==> src/rtl/pixel_pkg.sv <==
// Shared pixel types, frame geometry and the gray-to-RGB expansion helper.
package pixel_pkg;

    typedef logic [7:0]  gray_t;
    typedef logic [23:0] rgb_t;

    localparam int unsigned IMG_W            = 640;
    localparam int unsigned IMG_H            = 480;
    localparam int unsigned FRAME_PIXELS_DEF = IMG_W * IMG_H;

    function automatic rgb_t gray2rgb(gray_t g);
        return {g, g, g};
    endfunction

endpackage

==> src/rtl/pixel_fifo.sv <==
// Generic gray_t FIFO: registered storage, occupancy counter separates full from empty.
module pixel_fifo
    import pixel_pkg::*;
#(
    parameter int unsigned DEPTH = 4
) (
    input  logic  clk,
    input  logic  n_rst,
    input  logic  clear,
    input  logic  push,
    input  gray_t din,
    input  logic  pop,
    output gray_t head,
    output logic  full,
    output logic  empty
);

    localparam int unsigned PTR_W = (DEPTH > 1) ? $clog2(DEPTH) : 1;
    localparam int unsigned OCC_W = $clog2(DEPTH + 1);

    gray_t            mem [DEPTH];
    logic [PTR_W-1:0] wr_ptr_q, rd_ptr_q;
    logic [OCC_W-1:0] occ_q;
    logic             do_push, do_pop;

    assign full    = (occ_q == OCC_W'(DEPTH));
    assign empty   = (occ_q == '0);
    assign do_push = push & ~full;
    assign do_pop  = pop & ~empty;
    assign head    = mem[rd_ptr_q];

    // DEPTH is a power of two, so pointers wrap naturally at PTR_W bits.
    always_ff @(posedge clk or negedge n_rst) begin
        if (!n_rst) begin
            wr_ptr_q <= '0;
            rd_ptr_q <= '0;
            occ_q    <= '0;
        end else if (clear) begin
            wr_ptr_q <= '0;
            rd_ptr_q <= '0;
            occ_q    <= '0;
        end else begin
            if (do_push) wr_ptr_q <= wr_ptr_q + PTR_W'(1);
            if (do_pop)  rd_ptr_q <= rd_ptr_q + PTR_W'(1);
            case ({do_push, do_pop})
                2'b10:   occ_q <= occ_q + OCC_W'(1);
                2'b01:   occ_q <= occ_q - OCC_W'(1);
                default: occ_q <= occ_q;
            endcase
        end
    end

    always_ff @(posedge clk) begin
        if (do_push && !clear) mem[wr_ptr_q] <= din;
    end

endmodule

==> src/rtl/gray_to_rgb_packer.sv <==
// Re-expands 8-bit gray pixels to 24-bit RGB through a small FIFO, counts frame pixels.
// Optional feature: define BINARIZE_EN to threshold each pixel to black/white at the FIFO output.
module gray_to_rgb_packer
    import pixel_pkg::*;
#(
    parameter  int unsigned FIFO_DEPTH   = 4,
    parameter  int unsigned FRAME_PIXELS = FRAME_PIXELS_DEF,
    parameter  gray_t       THRESHOLD    = 8'd128,
    localparam int unsigned CNT_W        = $clog2(FRAME_PIXELS)
) (
    input  logic             clk,
    input  logic             n_rst,
    input  logic             clear,
    input  logic [7:0]       gray_in,
    input  logic             gray_valid,
    output logic             gray_ready,
    output logic [23:0]      rgb_out,
    output logic             rgb_valid,
    input  logic             rgb_ready,
    output logic [CNT_W-1:0] pix_count,
    output logic             frame_done
);

    logic             push, pop, full, empty;
    gray_t            head, h;
    logic [CNT_W-1:0] count_q, count_d;
    logic             done_q, done_d;

    pixel_fifo #(
        .DEPTH (FIFO_DEPTH)
    ) u_fifo (
        .clk   (clk),
        .n_rst (n_rst),
        .clear (clear),
        .push  (push),
        .din   (gray_in),
        .pop   (pop),
        .head  (head),
        .full  (full),
        .empty (empty)
    );

    // clear kills both handshakes in its cycle.
    assign gray_ready = ~full & ~clear;
    assign push       = gray_valid & gray_ready;
    assign rgb_valid  = ~empty;
    assign pop        = rgb_valid & rgb_ready & ~clear;

`ifdef BINARIZE_EN
    assign h = (head >= THRESHOLD) ? 8'hFF : 8'h00;
`else
    logic unused_thr;
    assign unused_thr = ^THRESHOLD;
    assign h          = head;
`endif

    // Storage may hold stale data when empty; force zero.
    assign rgb_out = empty ? '0 : gray2rgb(h);

    always_comb begin
        count_d = count_q;
        done_d  = 1'b0;
        if (clear) begin
            count_d = '0;
        end else if (pop) begin
            if (count_q == CNT_W'(FRAME_PIXELS - 1)) begin
                count_d = '0;
                done_d  = 1'b1;
            end else begin
                count_d = count_q + CNT_W'(1);
            end
        end
    end

    always_ff @(posedge clk or negedge n_rst) begin
        if (!n_rst) begin
            count_q <= '0;
            done_q  <= 1'b0;
        end else begin
            count_q <= count_d;
            done_q  <= done_d;
        end
    end

    assign pix_count  = count_q;
    assign frame_done = done_q;

endmodule

==> config.mk <==
export PLATFORM = sky130hd
export DESIGN_NAME = gray_to_rgb_packer
export DESIGN_NICKNAME = d
export VERILOG_FILES = /design/src/rtl/pixel_pkg.sv /design/src/rtl/pixel_fifo.sv /design/src/rtl/gray_to_rgb_packer.sv
export SDC_FILE = /design/constraint.sdc
export NUM_CORES = 1
export LEC_CHECK = 0
export ABC_AREA = 1
export CORE_ASPECT_RATIO = 1.5
export CORE_MARGIN = 3
export CORE_UTILIZATION = 52
export CTS_CLUSTER_DIAMETER = 50
export DETAILED_ROUTE_END_ITERATION = 12
export PLACE_DENSITY = 0.86
export SLEW_MARGIN = 25
export SYNTH_ARGS = -nofsm -noshare
export SYNTH_HDL_FRONTEND = slang
export SYNTH_SLANG_ARGS = --single-unit
==> constraint.sdc <==
create_clock -name clk -period 2.1 [get_ports clk]
set_input_delay 0.42 -clock clk [delete_from_list [all_inputs] [get_ports clk]]
set_output_delay 0.42 -clock clk [all_outputs]
set_load 0.02 [all_outputs]
==> impl_metrics.py <==
metrics = {
    "setup_path": {
        "path_max_fanout": 10,
        "r2r_end": "u_fifo.occ_q[2]",
        "arrival_ns": 1.57,
        "critical_path_class": "register to output pin",
        "end_kind": "output pin",
        "r2r-start": "u_fifo.occ_q[1]",
        "critPathRequiredTime_ns": 1.68,
        "start_kind": "register",
        "r2r_setup_slack_ns": 0.15,
        "crit_path_end": "rgb_out[2]",
        "r2r_cells": 14,
        "critPathLaunch": "u_fifo.rd_ptr_q[0]",
    },
    "global_routing": {
        "grtUsageMet3_pct": 4.49,
        "grt.busiest_layer": "met2",
        "grt_pass1_wl_mm": 11.7,
        "grt_max_degree": 28,
        "grt_use_met2_pct": 40.5,
        "gr-usage-met1_pct": 21.5,
        "grt.total_usage_pct": 21.4,
        "antenna_found_initial": 0,
        "grt_overflow": 0,
        "first_global_vias": 2685,
    },
    "sta": {
        "min_period_ns": 1.99,
        "final_max_slew_viol_count": 0,
        "finClkSkew_ns": 0.00650,
        "hold_viol": 0,
        "tightest_slew_ns": 0.363,
        "fin_crit_sh_pct": 94.8,
        "clock.fmax_ghz": 0.502,
        "relSlewSlack_pct": 75.8,
        "hold_slack_ns": 0.462,
        "setup_violations": 0,
    },
    "final_layout": {
        "layout.cells.most_common_list": "nand2_1, nor2_1, clkdlybuf4s50_1, edfxtp_1, inv_1",
        "nets": 444,
        "regArea_mm2": 0.00164,
        "multi_input_area_mm2": 0.00126,
        "syn_to_final_growth_pct": 27.4,
        "antenna_cells": 0,
        "final_common_cell": "nand2_1",
        "nFillCells": 471,
        "drive_above_1_share_pct": 24.0,
    },
    "drt": {
        "wl_mm": 7.24,
        "drc_errors": 0,
        "detail_route.iter0.violations": 112,
        "first_pass_iters": 4,
        "post_drt_wl_per_cell_um": 14.4,
        "via_per_inst": 5.19,
        "drtAntennaViolNets": 0,
        "vias": 2604,
    },
    "floorplan": {
        "die_w_um": 69.3,
        "io_pins": 59,
        "row_count": 34,
        "dieArea_mm2": 0.00699,
        "start_util_pct": 53.6,
        "core_area_mm2": 0.00583,
        "die_h_um": 101,
    },
    "logic_synthesis": {
        "yosysTopAreaCell": "edfxtp_1",
        "ys_seq_area_share_pct": 52.4,
        "synth_cell_types": 30,
        "ys_ff_latch": 59,
        "synth_top_area_share_pct": 30.8,
        "synth_area_per_cell_um2": 8.90,
        "ys.warnings.count": 0,
        "synth_fp_nets": 370,
        "synth_cells": 351,
        "synthTopCellsByArea": "edfxtp_1, dfrtp_1, nand2_1",
        "synth_area_mm2": 0.00312,
    },
    "clock_network": {
        "cts_buffers": 9,
        "clk_pin_slew_worst_paths_ns": 0.06,
        "cts_hold_buffers": 0,
        "cts.sinks": 59,
        "htreeDepth": 3,
        "cts_tree": "yes",
        "clk_latency_ns": 0.33,
        "cts_max_path_buffers": 2,
        "clockRootBuffer": "clkbuf_8",
    },
    "power": {
        "p_per_area_mw_per_mm2": 1060,
        "finalPower_uw": 4240,
        "peakVddDrop_mv": 0.516,
        "leakage_uw": 0.00166,
    },
    "outcome": {
        "status": "finished clean",
    },
    "hold_path": {
        "hold_path_class": "input pin to asynchronous set/reset pin",
    },
    "placement": {
        "hpwl_mm": 5.20,
        "port-buffer-count": 58,
        "place_congestion": 0.915,
    },
    "flow_run": {
        "max_cap_viol_count": 0,
    },
}
[worst max-delay path: stages, from the launching register on]
cell and delay [ns]:
dfrtp_2 0.45, inv_1 0.09, buf_4 0.16, o21ai_0 0.09, a21oi_1 0.23, buf_2 0.21
[cell families (layout without fill, tap and decap cells)]
| logic type | after synthesis | after routing | synth area share (%) |
|---|---|---|---|
| simple gates | 179 | 179 | 24.4 |
| flops | 59 | 59 | 52.4 |
| buf+inv | 53 | 132 | 8.93 |
| compound gates | 46 | 46 | 9.37 |
| xor+xnor | 8 | 8 | 2.24 |
| fa+ha+maj | 6 | 6 | 2.64 |
[synthesized netlist by cell type]
cell      instances
o22ai_2           4
ha_1              5
a22o_1            1
nor2_1           61
nand2_4           1
o21ai_0          23
xnor2_1           2
a21oi_1          10
nand2_1          85
edfxtp_1         32
buf_6             2
clkinv_1          1
and2_1            2
nand3_1          14
nor2_4            3
nand4_1           3
fa_1              1
nand2_2           3
o21ai_2           7
buf_4            16
inv_2             3
nor3_1            2
buf_2             4
dfrtp_1          27
nand3b_1          1
xor2_1            6
inv_1            27
nand3_2           2
o21bai_1          1
nor2_2            2
[final cells by class]
type                    instances  share of cell area [%]
multi-input cells             239                    31.7
well taps                      72                    2.26
clock buffers                  10                    3.21
inverters                      31                    3.05
repair buffers                 85                    17.2
flip-flops and latches         59                    41.2
clock inverters                 6                    1.41
[metrics by stage]
step           util (%)  setup TNS [ns]  instance area, um2  std cells  worst slack [ns]
3_5_place_dp       65.5           -1.94                3820        482            -0.120
4_1_cts            68.4          -0.168                3990        500           -0.0387
6_report           68.3               0                3980        502             0.109
5_1_grt            68.3         -0.0121                3980        502           -0.0121
2_1_floorplan         -               0                3120        351             0.122
3_3_place_gp       65.5          -0.333                3820        482           -0.0370
[registers in the layout (all words and copies together), names as in the netlist]
name	cells
u_fifo.mem	32
pix_count	19
u_fifo.occ_q	3
u_fifo.rd_ptr_q	2
u_fifo.wr_ptr_q	2
frame_done	1
[routing by layer]
layer,vias to the layer above,share of wire (%),routed length [um]
met3,23,4.3,308
met1,1224,38,2730
met5,-,0,0
met2,85,55,3970
met4,0,3.1,225
li1,1272,-,-
[how the worst min path moves through the flow]
stage               slack (ns)          start       endpoint  cells past startpoint
floorplan                 0.12          n_rst     frame_done                      0
global placement          0.51  pix_count[18]  pix_count[18]                      2
detailed placement        0.53  pix_count[18]  pix_count[18]                      2
CTS                       0.46          n_rst   pix_count[0]                      2
global route              0.50          n_rst  pix_count[16]                      2
finish                    0.46          n_rst  pix_count[13]                      2
[where the power goes]
group	total, uW	internal, uW	switching (uW)
Combinational	1880	699	1180
Clock	976	538	438
Sequential	1380	1320	65.6
[what timing repair did]
action / CTS / global route
endpoints found under the setup margin: 26 / 25
pin swaps: 6 / 5
hold endpoints to repair: 0 / 0
setup buffers: 2 / 2
gates resized for setup: 71 / 40
Power figures use the tool's default switching activity.
